### config.mk
export PLATFORM = sky130hd
export DESIGN_NAME = spi_read_sequencer
export DESIGN_NICKNAME = d
export VERILOG_FILES = /design/src/rtl/spi_read_sequencer.sv
export SDC_FILE = /design/constraint.sdc
export NUM_CORES = 1
export LEC_CHECK = 0
export CORE_UTILIZATION = 30
export CTS_CLUSTER_DIAMETER = 50
export CTS_CLUSTER_SIZE = 14
export DETAILED_ROUTE_END_ITERATION = 12
export MAX_ROUTING_LAYER = met4
export SYNTH_ARGS = -nofsm -noshare
export SYNTH_HDL_FRONTEND = slang
export SYNTH_SLANG_ARGS = --single-unit
### constraint.sdc
create_clock -name clk -period 2.5 [get_ports clk]
set_input_delay 0.375 -clock clk [delete_from_list [all_inputs] [get_ports clk]]
set_output_delay 0.375 -clock clk [all_outputs]
set_load 0.01 [all_outputs]
### src/rtl/spi_read_sequencer.sv
// SPI mode-0 READ sequencer: sends CMD_READ plus a 24-bit address, then
// clocks in (req_len+1) bytes and hands them out on a valid/ready stream.
module spi_read_sequencer #(
  parameter int unsigned CLK_DIV  = 2,
  parameter logic [7:0]  CMD_READ = 8'h03
) (
  input  logic        clk,
  input  logic        rst_n,
  input  logic        req_valid,
  output logic        req_ready,
  input  logic [23:0] req_addr,
  input  logic [7:0]  req_len,
  output logic [7:0]  rd_data,
  output logic        rd_valid,
  input  logic        rd_ready,
  output logic        busy,
  output logic        spi_sclk,
  output logic        spi_mosi,
  output logic        spi_ncs,
  input  logic        spi_miso
);

  localparam int unsigned DIV_W = 8;
  localparam int unsigned CA_W  = 31;  // command MSB goes straight to mosi at accept
  localparam logic [DIV_W-1:0] DIV_LAST = DIV_W'(CLK_DIV - 1);

  typedef enum logic [2:0] {
    S_IDLE,
    S_CS_SETUP,
    S_SHIFT_CA,
    S_SHIFT_DATA,
    S_CS_HOLD,
    S_DESELECT
  } state_t;

  state_t           state_q, state_d;
  logic [DIV_W-1:0] div_q, div_d;
  logic [4:0]       bit_q, bit_d;
  logic [CA_W-1:0]  ca_q, ca_d;
  logic [7:0]       len_q, len_d;
  logic [7:0]       byte_q, byte_d;
  logic             done_q, done_d;
  logic [6:0]       rx_q, rx_d;
  logic [7:0]       rd_data_q, rd_data_d;
  logic             rd_valid_q, rd_valid_d;
  logic             req_ready_q, req_ready_d;
  logic             busy_q, busy_d;
  logic             sclk_q, sclk_d;
  logic             mosi_q, mosi_d;
  logic             ncs_q, ncs_d;
  logic             div_end;

  // State and output registers with synchronous active-low reset
  always_ff @(posedge clk) begin
    if (!rst_n) begin
      state_q     <= S_IDLE;
      div_q       <= '0;
      bit_q       <= '0;
      ca_q        <= '0;
      len_q       <= '0;
      byte_q      <= '0;
      done_q      <= 1'b0;
      rx_q        <= '0;
      rd_data_q   <= '0;
      rd_valid_q  <= 1'b0;
      req_ready_q <= 1'b0;
      busy_q      <= 1'b0;
      sclk_q      <= 1'b0;
      mosi_q      <= 1'b0;
      ncs_q       <= 1'b1;
    end else begin
      state_q     <= state_d;
      div_q       <= div_d;
      bit_q       <= bit_d;
      ca_q        <= ca_d;
      len_q       <= len_d;
      byte_q      <= byte_d;
      done_q      <= done_d;
      rx_q        <= rx_d;
      rd_data_q   <= rd_data_d;
      rd_valid_q  <= rd_valid_d;
      req_ready_q <= req_ready_d;
      busy_q      <= busy_d;
      sclk_q      <= sclk_d;
      mosi_q      <= mosi_d;
      ncs_q       <= ncs_d;
    end
  end

  // Next-state: half-period timing, shifting, byte assembly and backpressure
  always_comb begin
    state_d     = state_q;
    div_d       = div_q;
    bit_d       = bit_q;
    ca_d        = ca_q;
    len_d       = len_q;
    byte_d      = byte_q;
    done_d      = done_q;
    rx_d        = rx_q;
    rd_data_d   = rd_data_q;
    rd_valid_d  = rd_valid_q & ~rd_ready;
    req_ready_d = req_ready_q;
    busy_d      = busy_q;
    sclk_d      = sclk_q;
    mosi_d      = mosi_q;
    ncs_d       = ncs_q;
    div_end     = (div_q == DIV_LAST);

    case (state_q)
      S_IDLE: begin
        req_ready_d = 1'b1;
        if (req_valid && req_ready_q) begin
          req_ready_d = 1'b0;
          busy_d      = 1'b1;
          ncs_d       = 1'b0;
          sclk_d      = 1'b0;
          mosi_d      = CMD_READ[7];
          ca_d        = {CMD_READ[6:0], req_addr};
          len_d       = req_len;
          byte_d      = '0;
          done_d      = 1'b0;
          bit_d       = '0;
          div_d       = '0;
          state_d     = S_CS_SETUP;
        end
      end

      S_CS_SETUP: begin
        if (div_end) begin
          div_d   = '0;
          sclk_d  = 1'b1;
          state_d = S_SHIFT_CA;
        end else begin
          div_d = div_q + 8'd1;
        end
      end

      S_SHIFT_CA: begin
        if (!div_end) begin
          div_d = div_q + 8'd1;
        end else begin
          div_d = '0;
          if (sclk_q) begin
            // Falling edge: present the next bit while sclk is low
            sclk_d = 1'b0;
            mosi_d = ca_q[CA_W-1];
            ca_d   = {ca_q[CA_W-2:0], 1'b0};
            if (bit_q == 5'd31) begin
              mosi_d  = 1'b0;
              bit_d   = '0;
              state_d = S_SHIFT_DATA;
            end else begin
              bit_d = bit_q + 5'd1;
            end
          end else begin
            sclk_d = 1'b1;
          end
        end
      end

      S_SHIFT_DATA: begin
        if (!div_end) begin
          div_d = div_q + 8'd1;
        end else if (sclk_q) begin
          div_d  = '0;
          sclk_d = 1'b0;
        end else if (done_q) begin
          // Final low half-period has run out; start the chip-select hold
          div_d   = '0;
          state_d = S_CS_HOLD;
        end else if (bit_q[2:0] == 3'd0 && rd_valid_q) begin
          // Consumer still owns the previous byte: keep sclk low until taken
          div_d = div_q;
        end else begin
          div_d  = '0;
          sclk_d = 1'b1;
          rx_d   = {rx_q[5:0], spi_miso};
          bit_d  = {2'b00, bit_q[2:0] + 3'd1};
          if (bit_q[2:0] == 3'd7) begin
            rd_data_d  = {rx_q, spi_miso};
            rd_valid_d = 1'b1;
            done_d     = (byte_q == len_q);
            byte_d     = byte_q + 8'd1;
          end
        end
      end

      S_CS_HOLD: begin
        if (div_end) begin
          div_d   = '0;
          ncs_d   = 1'b1;
          state_d = S_DESELECT;
        end else begin
          div_d = div_q + 8'd1;
        end
      end

      S_DESELECT: begin
        if (div_end) begin
          div_d       = '0;
          busy_d      = 1'b0;
          req_ready_d = 1'b1;
          state_d     = S_IDLE;
        end else begin
          div_d = div_q + 8'd1;
        end
      end

      default: state_d = S_IDLE;
    endcase
  end

  assign req_ready = req_ready_q;
  assign rd_data   = rd_data_q;
  assign rd_valid  = rd_valid_q;
  assign busy      = busy_q;
  assign spi_sclk  = sclk_q;
  assign spi_mosi  = mosi_q;
  assign spi_ncs   = ncs_q;

endmodule

==> results of run 1 <==
## kinds of logic (layout without fill, tap and decap cells)
kind of cell	count (synthesis)	after routing	share of synthesized area (%)
xor gates and xnor gates	10	10	2.203
DFF	85	85	42.81
AOI/OAI and AO/OA	87	87	15.20
muxes	21	21	5.288
and+or+nand+nor	226	226	27.29
adders and majority gates	10	10	3.148
buffers and inverters	36	87	4.060
## sequential cells by signal, summed over array words and instances, names as in the netlist
name	flops
state_q	3
bit_q	5
req_ready	1
rd_valid	1
byte_q	8
len_q	8
busy	1
spi_sclk	1
spi_ncs	1
spi_mosi	1
rx_q	7
rd_data	8
ca_q	31
div_q	8
done_q	1
## cell usage in the layout (no fill, tap or decap), drive strengths merged, types with 2 or more instances in the layout
cell type      netlist  routed
dfxtp               85      85
a21oi               28      28
nand4                8       8
a21o                 2       2
a31o                 4       4
and4b                3       3
clkdlybuf4s50        0      50
nor4                 2       2
nor3                10      10
nor3b                3       3
and2                 3       3
clkbuf              18      12
nand3               22      22
or3                  5       5
mux2i               21      21
xnor2                2       2
o31a                 2       2
nand2b               2       2
o21ai               16      16
inv                  9       9
ha                  10      10
nor2                62      62
buf                  9      13
nand2               90      90
and3                 7       7
nand3b               3       3
a311oi              23      23
xor2                 8       8
## per-stage QoR
step                instances  power, mW  util [%]  hold slack [ns]  worst slack [ns]
detailed placement        683      2.067     36.59           0.4479            0.2436
global route              698      3.528     38.88           0.4835           0.09539
CTS                       698      3.402     38.88           0.4561            0.3326
global placement          683      2.055     36.59           0.4432            0.3254
finish                    698      3.357     38.88           0.4564            0.3432
floorplan                 475      1.878         -           0.4366            0.5633
## cells in the mapped netlist, types with 4 or more instances
master	instances	area share, %
o21ai_0	16	2.0
a311oi_1	23	5.1
nand3_1	22	2.8
nor3_1	7	0.88
nor2_1	61	5.8
clkbuf_1	18	1.7
and3_1	7	1.1
xor2_1	8	1.8
nand4_1	7	1.1
ha_1	10	3.1
or3_1	5	0.79
dfxtp_1	85	43
a31o_2	4	0.88
mux2i_1	21	5.3
nand2_1	90	8.5
buf_2	6	0.76
a21oi_1	28	3.5
inv_1	8	0.76
## layout make-up
class	instances	area, um2
clock inverters	3	46.29
repair buffers	63	610.6
flip-flops and latches	85	1702
fillers	1281	7807
multi-input cells	354	2112
well taps	172	215.2
inverters	9	33.78
clock buffers	12	246.5
## critical path: stages (launching register included)
cell      delay [ns]
dfxtp_1         0.68
nor3b_4         0.31
nand4_2         0.30
nand2_1         0.22
buf_12          0.23
nor2_1          0.06
a311oi_1        0.24
## report_power, final
part           switching, mW  total (mW)  internal, mW  leakage (nW)
clock                  0.521        1.32         0.798         0.139
combinational          0.282       0.530         0.248         0.987
sequential            0.0755        1.51          1.43         0.690
total                  0.879        3.36          2.48          1.82
## worst max-delay path by stage
stage / to / slack (ns) / depth (start not counted)
after floorplan: div_q[3] / 0.56 / 7
after global placement: byte_q[6] / 0.33 / 6
after detailed placement: byte_q[3] / 0.24 / 6
after CTS: ca_q[7] / 0.33 / 6
after global routing: ca_q[12] / 0.1 / 6
final: ca_q[13] / 0.34 / 6
## layer usage
metal  vias up  global-route usage, %  part of all wire [%]
li1       1760                      -                     -
met1      1622                  18.96                    49
met2        60                  22.72                    46
met3        12                  3.244                   3.6
met4         0                  6.329                   1.7
met5         -                      -                     0
==> results.ini, run 1 <==
[sta]
worst_pin_slew_ns=0.6421
slew_violations=0
hold_viol=0
setup-violations-final=0
final.setup_skew_ns=0.007239
relSlewSlack_pct=57.14
rsz0062_at_grt=false
fmax_mhz=463.6
layout_min_cycle_time_ns=2.157
fin_crit_sh_pct=86.27
setup-tns-final_ns=0

[global_route]
grt_pass1_vias=3184
grt_use_total_pct=14.88
grt_pass1_wl_um=15210
grt_antenna_before_repair=0
grt_max_degree=48
grt-ovfl-total=0

[yosys]
yosysUniqueCellTypes=53
synth_edf_count=0
async_reset_ff_share_pct=0
synth_seq_cells=85
synth_fp_nets=522
synth_flop_cell=dfxtp_1
avgSynthCellArea_um2=8.369
synth_warnings=0
seq_area_frac_synth_pct=42.81
synth_area_mm2=0.003975
syn_inst=475

[cells_and_area]
synthToLayoutAreaGrowth_pct=24.93
drive_gt1_share_pct=7.605
layout.nets=569
finalInstanceArea_mm2=0.004966
n_antenna_cell=0

[worst_setup_path]
cp_max_fo=47
cp.arrival_ns=2.40
cp-start-kind=flop
setup.worst_path.class=flop to flop
required_ns=2.75
endpoint_kind=flop
regToRegEndpoint=ca_q[13]
reg2reg_depth=6
crit_start=state_q[1]
r2r-start=state_q[1]
r2r_slack_ns=0.34

[placement]
hpwl_um=6279
place_congestion=0.7862
port_buffers=50
placed_area_mm2=0.004673

[clock_network]
htreeDepth=3
cts_buffer_depth=2
cts_buffers=9
root_buffer=clkbuf_16
cts_resized=0
clk_pin_slew_ns=0.06
clk_latency_ns=0.34
cts_setup_buffers=0
cts.sinks=85
tritoncts=done
holdBufCountCts=0

[power_and_ir_drop]
power_density_mw_per_mm2=676.0
irDropWorstVdd_mv=0.3268
power.leakage_nw=1.816

[flow_run]
drv_cap=0

[detailed_routing]
via_count=3454
viasPerCell=4.948
firstDrtPassIters=4
drtIter0Drc=158
wire_per_inst_um=13.07
drc=0
antenna_left=0
wl_um=9121

[floorplanning]
start_util_pct=31.12
core_area_mm2=0.01277
dieArea_mm2=0.01371
fp-row-count=41
die_w_um=117.1
ioPinCount=51
dieHeight_um=117.1

[worst_hold_path]
hp-class=flop to flop
hold_start=ca_q[27]
hold_depth=2
hold-path-endpoint=ca_q[28]

[status]
status=completed

(Power assumes the default switching activity.)
==> inputs of run 2 (changes only) <==
Settings changed: CAP_MARGIN set to 10, MAX_ROUTING_LAYER met4 to unset.
==> run 2 against run 1 <==
Combinational power hardly changed. Sequential power hardly changed. Clock skew is essentially flat. Sequential share of layout area unchanged. Cell count stayed put. Fmax is 0.75% lower. Setup slack got worse by 0.016 ns. First-iteration DRC count is 1.3% lower. Via count up 0.12%. Final area did not move. Critical path depth unchanged.
==> results.ini, run 2 (synthesis results as in run 1) <==
[status]
status=completed

[detailed_routing]
drc=0
antenna_left=0
wire_per_inst_um=13.10
via_count=3458
wl_um=9141
firstDrtPassIters=4
viasPerCell=4.954
drtIter0Drc=156

[worst_setup_path]
endpoint_kind=flop
crit_chain=nor3b_4 -> nand4_2 -> nand2_1 -> buf_12 -> nor2_1 -> a311oi_1
cp-start-kind=flop
cp.arrival_ns=2.42
path_buf_inv=1
critPathTopFamily=simple AND/OR/NAND/NOR gates
required_ns=2.75
slowest_delay_ns=0.68
setup.worst_path.class=flop to flop
crit_path_top_delay_cell=dfxtp_1
cp_max_fo=47

[sta]
rsz0062_at_grt=false
layout_min_cycle_time_ns=2.173
setup-violations-final=0
relSlewSlack_pct=57.14
slew_violations=0
hold_viol=0
setup-tns-final_ns=0
fmax_mhz=460.2
final.setup_skew_ns=0.007133
fin_crit_sh_pct=86.92
hold_slack_ns=0.4570
worst_pin_slew_ns=0.6421

[cells_and_area]
largest-register=ca_q
layout_common_cells=nand2_1 (90), dfxtp_1 (85), nor2_1 (61), clkdlybuf4s50_1 (50), a21oi_1 (28)
drive_gt1_share_pct=7.605
final_common_cell=nand2_1
n_antenna_cell=0
largest_reg_flops=31
layout.nets=569
synthToLayoutAreaGrowth_pct=24.93

[global_route]
grt_max_degree=48
grt-ovfl-total=0
grt_pass1_vias=3184
grt_use_total_pct=14.43
grt_antenna_before_repair=0
grt_pass1_wl_um=15220

[clock_network]
clk_pin_slew_ns=0.06
tritoncts=done
cts.sinks=85
cts_buffer_depth=2
cts_buffers=9
htreeDepth=3
cts_resized=0
cts_setup_buffers=0
clk_latency_ns=0.34
root_buffer=clkbuf_16
holdBufCountCts=0

[floorplanning]
die_w_um=117.1
dieArea_mm2=0.01371
dieHeight_um=117.1
core_area_mm2=0.01277
fp-row-count=41
start_util_pct=31.12
ioPinCount=51

[worst_hold_path]
hp-class=flop to flop

[placement]
hpwl_um=6279
port_buffers=50
place_congestion=0.7756

[power_and_ir_drop]
power.leakage_nw=1.816
power_density_mw_per_mm2=676.0
irDropWorstVdd_mv=0.3259

[flow_run]
drv_cap=0

-- run 2: report_power, final --
| group | internal [mW] | switching (mW) | leakage (nW) |
|---|---|---|---|
| Sequential | 1.43 | 0.0754 | 0.690 |
| Combinational | 0.248 | 0.283 | 0.987 |
| Clock | 0.798 | 0.521 | 0.139 |
| Total | 2.48 | 0.879 | 1.82 |
-- run 2: per-stage QoR --
stage	power (mW)	utilization (%)	std cells	worst slack (ns)	instance area, um2
global placement	2.055	36.59	683	0.3254	4673
global route	3.527	38.88	698	0.09654	4966
floorplan	1.878	-	475	0.5633	3975
detailed placement	2.067	36.59	683	0.2436	4673
CTS	3.402	38.88	698	0.3326	4966
finish	3.357	38.88	698	0.3269	4966
-- run 2: final cells by class --
| type | instances | area, um2 |
|---|---|---|
| timing repair buffer | 63 | 610.6 |
| clock inverter | 3 | 46.29 |
| clock buffer | 12 | 246.5 |
| multi-input combinational | 354 | 2112 |
| fill | 1281 | 7807 |
| sequential | 85 | 1702 |
| tap | 172 | 215.2 |
| inverter | 9 | 33.78 |
-- run 2: worst paths after layout --
path,from,end,slack (ns),cells after the start
hold reg to reg,ca_q[27],ca_q[28],0.46,2
hold / removal,ca_q[27],ca_q[28],0.46,2
setup reg to reg,state_q[1],ca_q[4],0.33,6
setup / recovery,state_q[1],ca_q[4],0.33,6
-- run 2: metal layers --
layer	up-vias	routed length, um	global-route usage, %
met3	13	342	3.244
met1	1615	4502	18.93
met4	0	155	6.329
met5	-	0	0
met2	69	4140	22.72
li1	1761	-	-
-- run 2: worst register-to-register path: cells and delay by family (launching register included) --
family,cells,cell delay (ns)
flip-flops,1,0.68
AND/OR/NAND/NOR,4,0.93
AO/OA/AOI/OAI,1,0.24
buffers and inverters,1,0.23
==> inputs of run 3 (changes only) <==
Settings changed: CORE_MARGIN set to 3.
==> run 3 against run 2 <==
Clock skew is 0.0022 ns lower. Critical path depth unchanged. Cell count is 0.14% lower. Die area up 6.9%. Flip-flop and latch count unchanged. Largest power group unchanged. Utilization grew 0.098 points. Final area rose by 0.25%. Highest routed layer unchanged.
==> results.ini, run 3 (synthesis results as in run 1) <==
[status]
status=completed

[placement]
placed_cells=681
place_congestion=0.7981
port_buffers=50
hpwl_um=6401

[cells_and_area]
layout.nets=567
n_antenna_cell=0
largest_reg_flops=31
layoutNonFillerInstCount=697
layout_common_cells=nand2_1 (90), dfxtp_1 (85), nor2_1 (61), clkdlybuf4s50_1 (50), a21oi_1 (28)
register_area_mm2=0.001702
multi_input_area_mm2=0.002112
largest-register=ca_q
final_common_cell=nand2_1
drive_gt1_share_pct=7.429
synthToLayoutAreaGrowth_pct=25.24
nFillCells=1287

[floorplanning]
start_util_pct=31.12
die_w_um=121.1
dieHeight_um=121.1
fp-row-count=41
dieArea_mm2=0.01467
core_area_mm2=0.01277
ioPinCount=51

[clock_network]
clk_pin_slew_ns=0.06
holdBufCountCts=0
cts_resized=0
cts_setup_buffers=0
cts_buffer_depth=2
htreeDepth=3
cts.sinks=85
cts_buffers=9
clk_latency_ns=0.33
tritoncts=done
root_buffer=clkbuf_16

[sta]
slew_violations=0
final.setup_skew_ns=0.004961
relSlewSlack_pct=57.33
fin_crit_sh_pct=86.99
fmax_mhz=459.8
rsz0062_at_grt=false
setup-tns-final_ns=0
hold_viol=0
worst_pin_slew_ns=0.6392
setup-violations-final=0
layout_min_cycle_time_ns=2.175

[worst_setup_path]
setup.worst_path.class=flop to flop
cp_max_fo=47
slowest_delay_ns=0.68
endpoint_kind=flop
crit_chain=nor3b_4 -> nand4_2 -> nand2_1 -> buf_12 -> nor2_1 -> a311oi_1
required_ns=2.73
worst-path-stages=6
cp.arrival_ns=2.41
crit_path_top_delay_cell=dfxtp_1
path_buf_inv=1
critPathTopFamily=simple AND/OR/NAND/NOR gates
reg2reg_depth=6
cp-start-kind=flop

[detailed_routing]
via_count=3466
firstDrtPassIters=4
drtIter0Drc=249
antenna_left=0
viasPerCell=4.973
wl_um=9124
drc=0
wire_per_inst_um=13.09

[global_route]
grt_pass1_wl_um=15440
grt_pass1_vias=3262
grt_use_total_pct=12.88
grt-ovfl-total=0
grt_antenna_before_repair=0
grt_max_degree=48

[flow_run]
drv_cap=0

[power_and_ir_drop]
power_density_mw_per_mm2=688.5
power.leakage_nw=1.825
irDropWorstVdd_mv=0.4207

[worst_hold_path]
hp-class=flop to flop
hold_depth=2

## run 3: layer usage
layer  up-vias  wire length (um)  track usage [%]
li1       1763                 -                -
met1      1633              4359            16.79
met2        66              4333            20.67
met3         4               368            3.590
met4         0                62            4.037
met5         -                 0                0
## run 3: metrics by stage
step | area (um2) | setup WS (ns) | hold WS [ns] | power (mW) | utilization [%]
final | 4979 | 0.3254 | 0.4598 | 3.428 | 38.98
after global routing | 4979 | 0.09529 | 0.4909 | 3.616 | 38.98
after floorplan | 3975 | 0.5633 | 0.4366 | 1.878 | -
after detailed placement | 4671 | 0.2426 | 0.4516 | 2.069 | 36.57
after CTS | 4979 | 0.3332 | 0.4618 | 3.490 | 38.98
after global placement | 4671 | 0.3249 | 0.4423 | 2.054 | 36.57
## run 3: power breakdown
part / switching (mW) / total, mW / internal (mW) / leakage [nW]
Clock: 0.519 / 1.39 / 0.870 / 0.153
Sequential: 0.0761 / 1.51 / 1.43 / 0.690
Combinational: 0.282 / 0.530 / 0.248 / 0.982
Total: 0.877 / 3.43 / 2.55 / 1.83
## run 3: worst paths after layout
check / from / slack (ns) / endpoint
worst max-delay path: state_q[1] / 0.33 / ca_q[12]
worst min-delay path: ca_q[28] / 0.46 / ca_q[29]
worst max register to register: state_q[1] / 0.33 / ca_q[12]
worst min register to register: ca_q[28] / 0.46 / ca_q[29]
## run 3: area by class of cell
type | count | share of cell area (%)
Multi-Input combinational cell | 354 | 42.42
Sequential cell | 85 | 34.18
Timing Repair Buffer | 61 | 12.21
Clock buffer | 11 | 4.675
Tap cell | 172 | 4.323
Clock inverter | 5 | 1.508
Inverter | 9 | 0.6786
## run 3: tightest hold or removal path: stages, from the launching register on
cell and delay [ns]:
dfxtp_1 0.31, nand2_1 0.05, a21oi_1 0.05
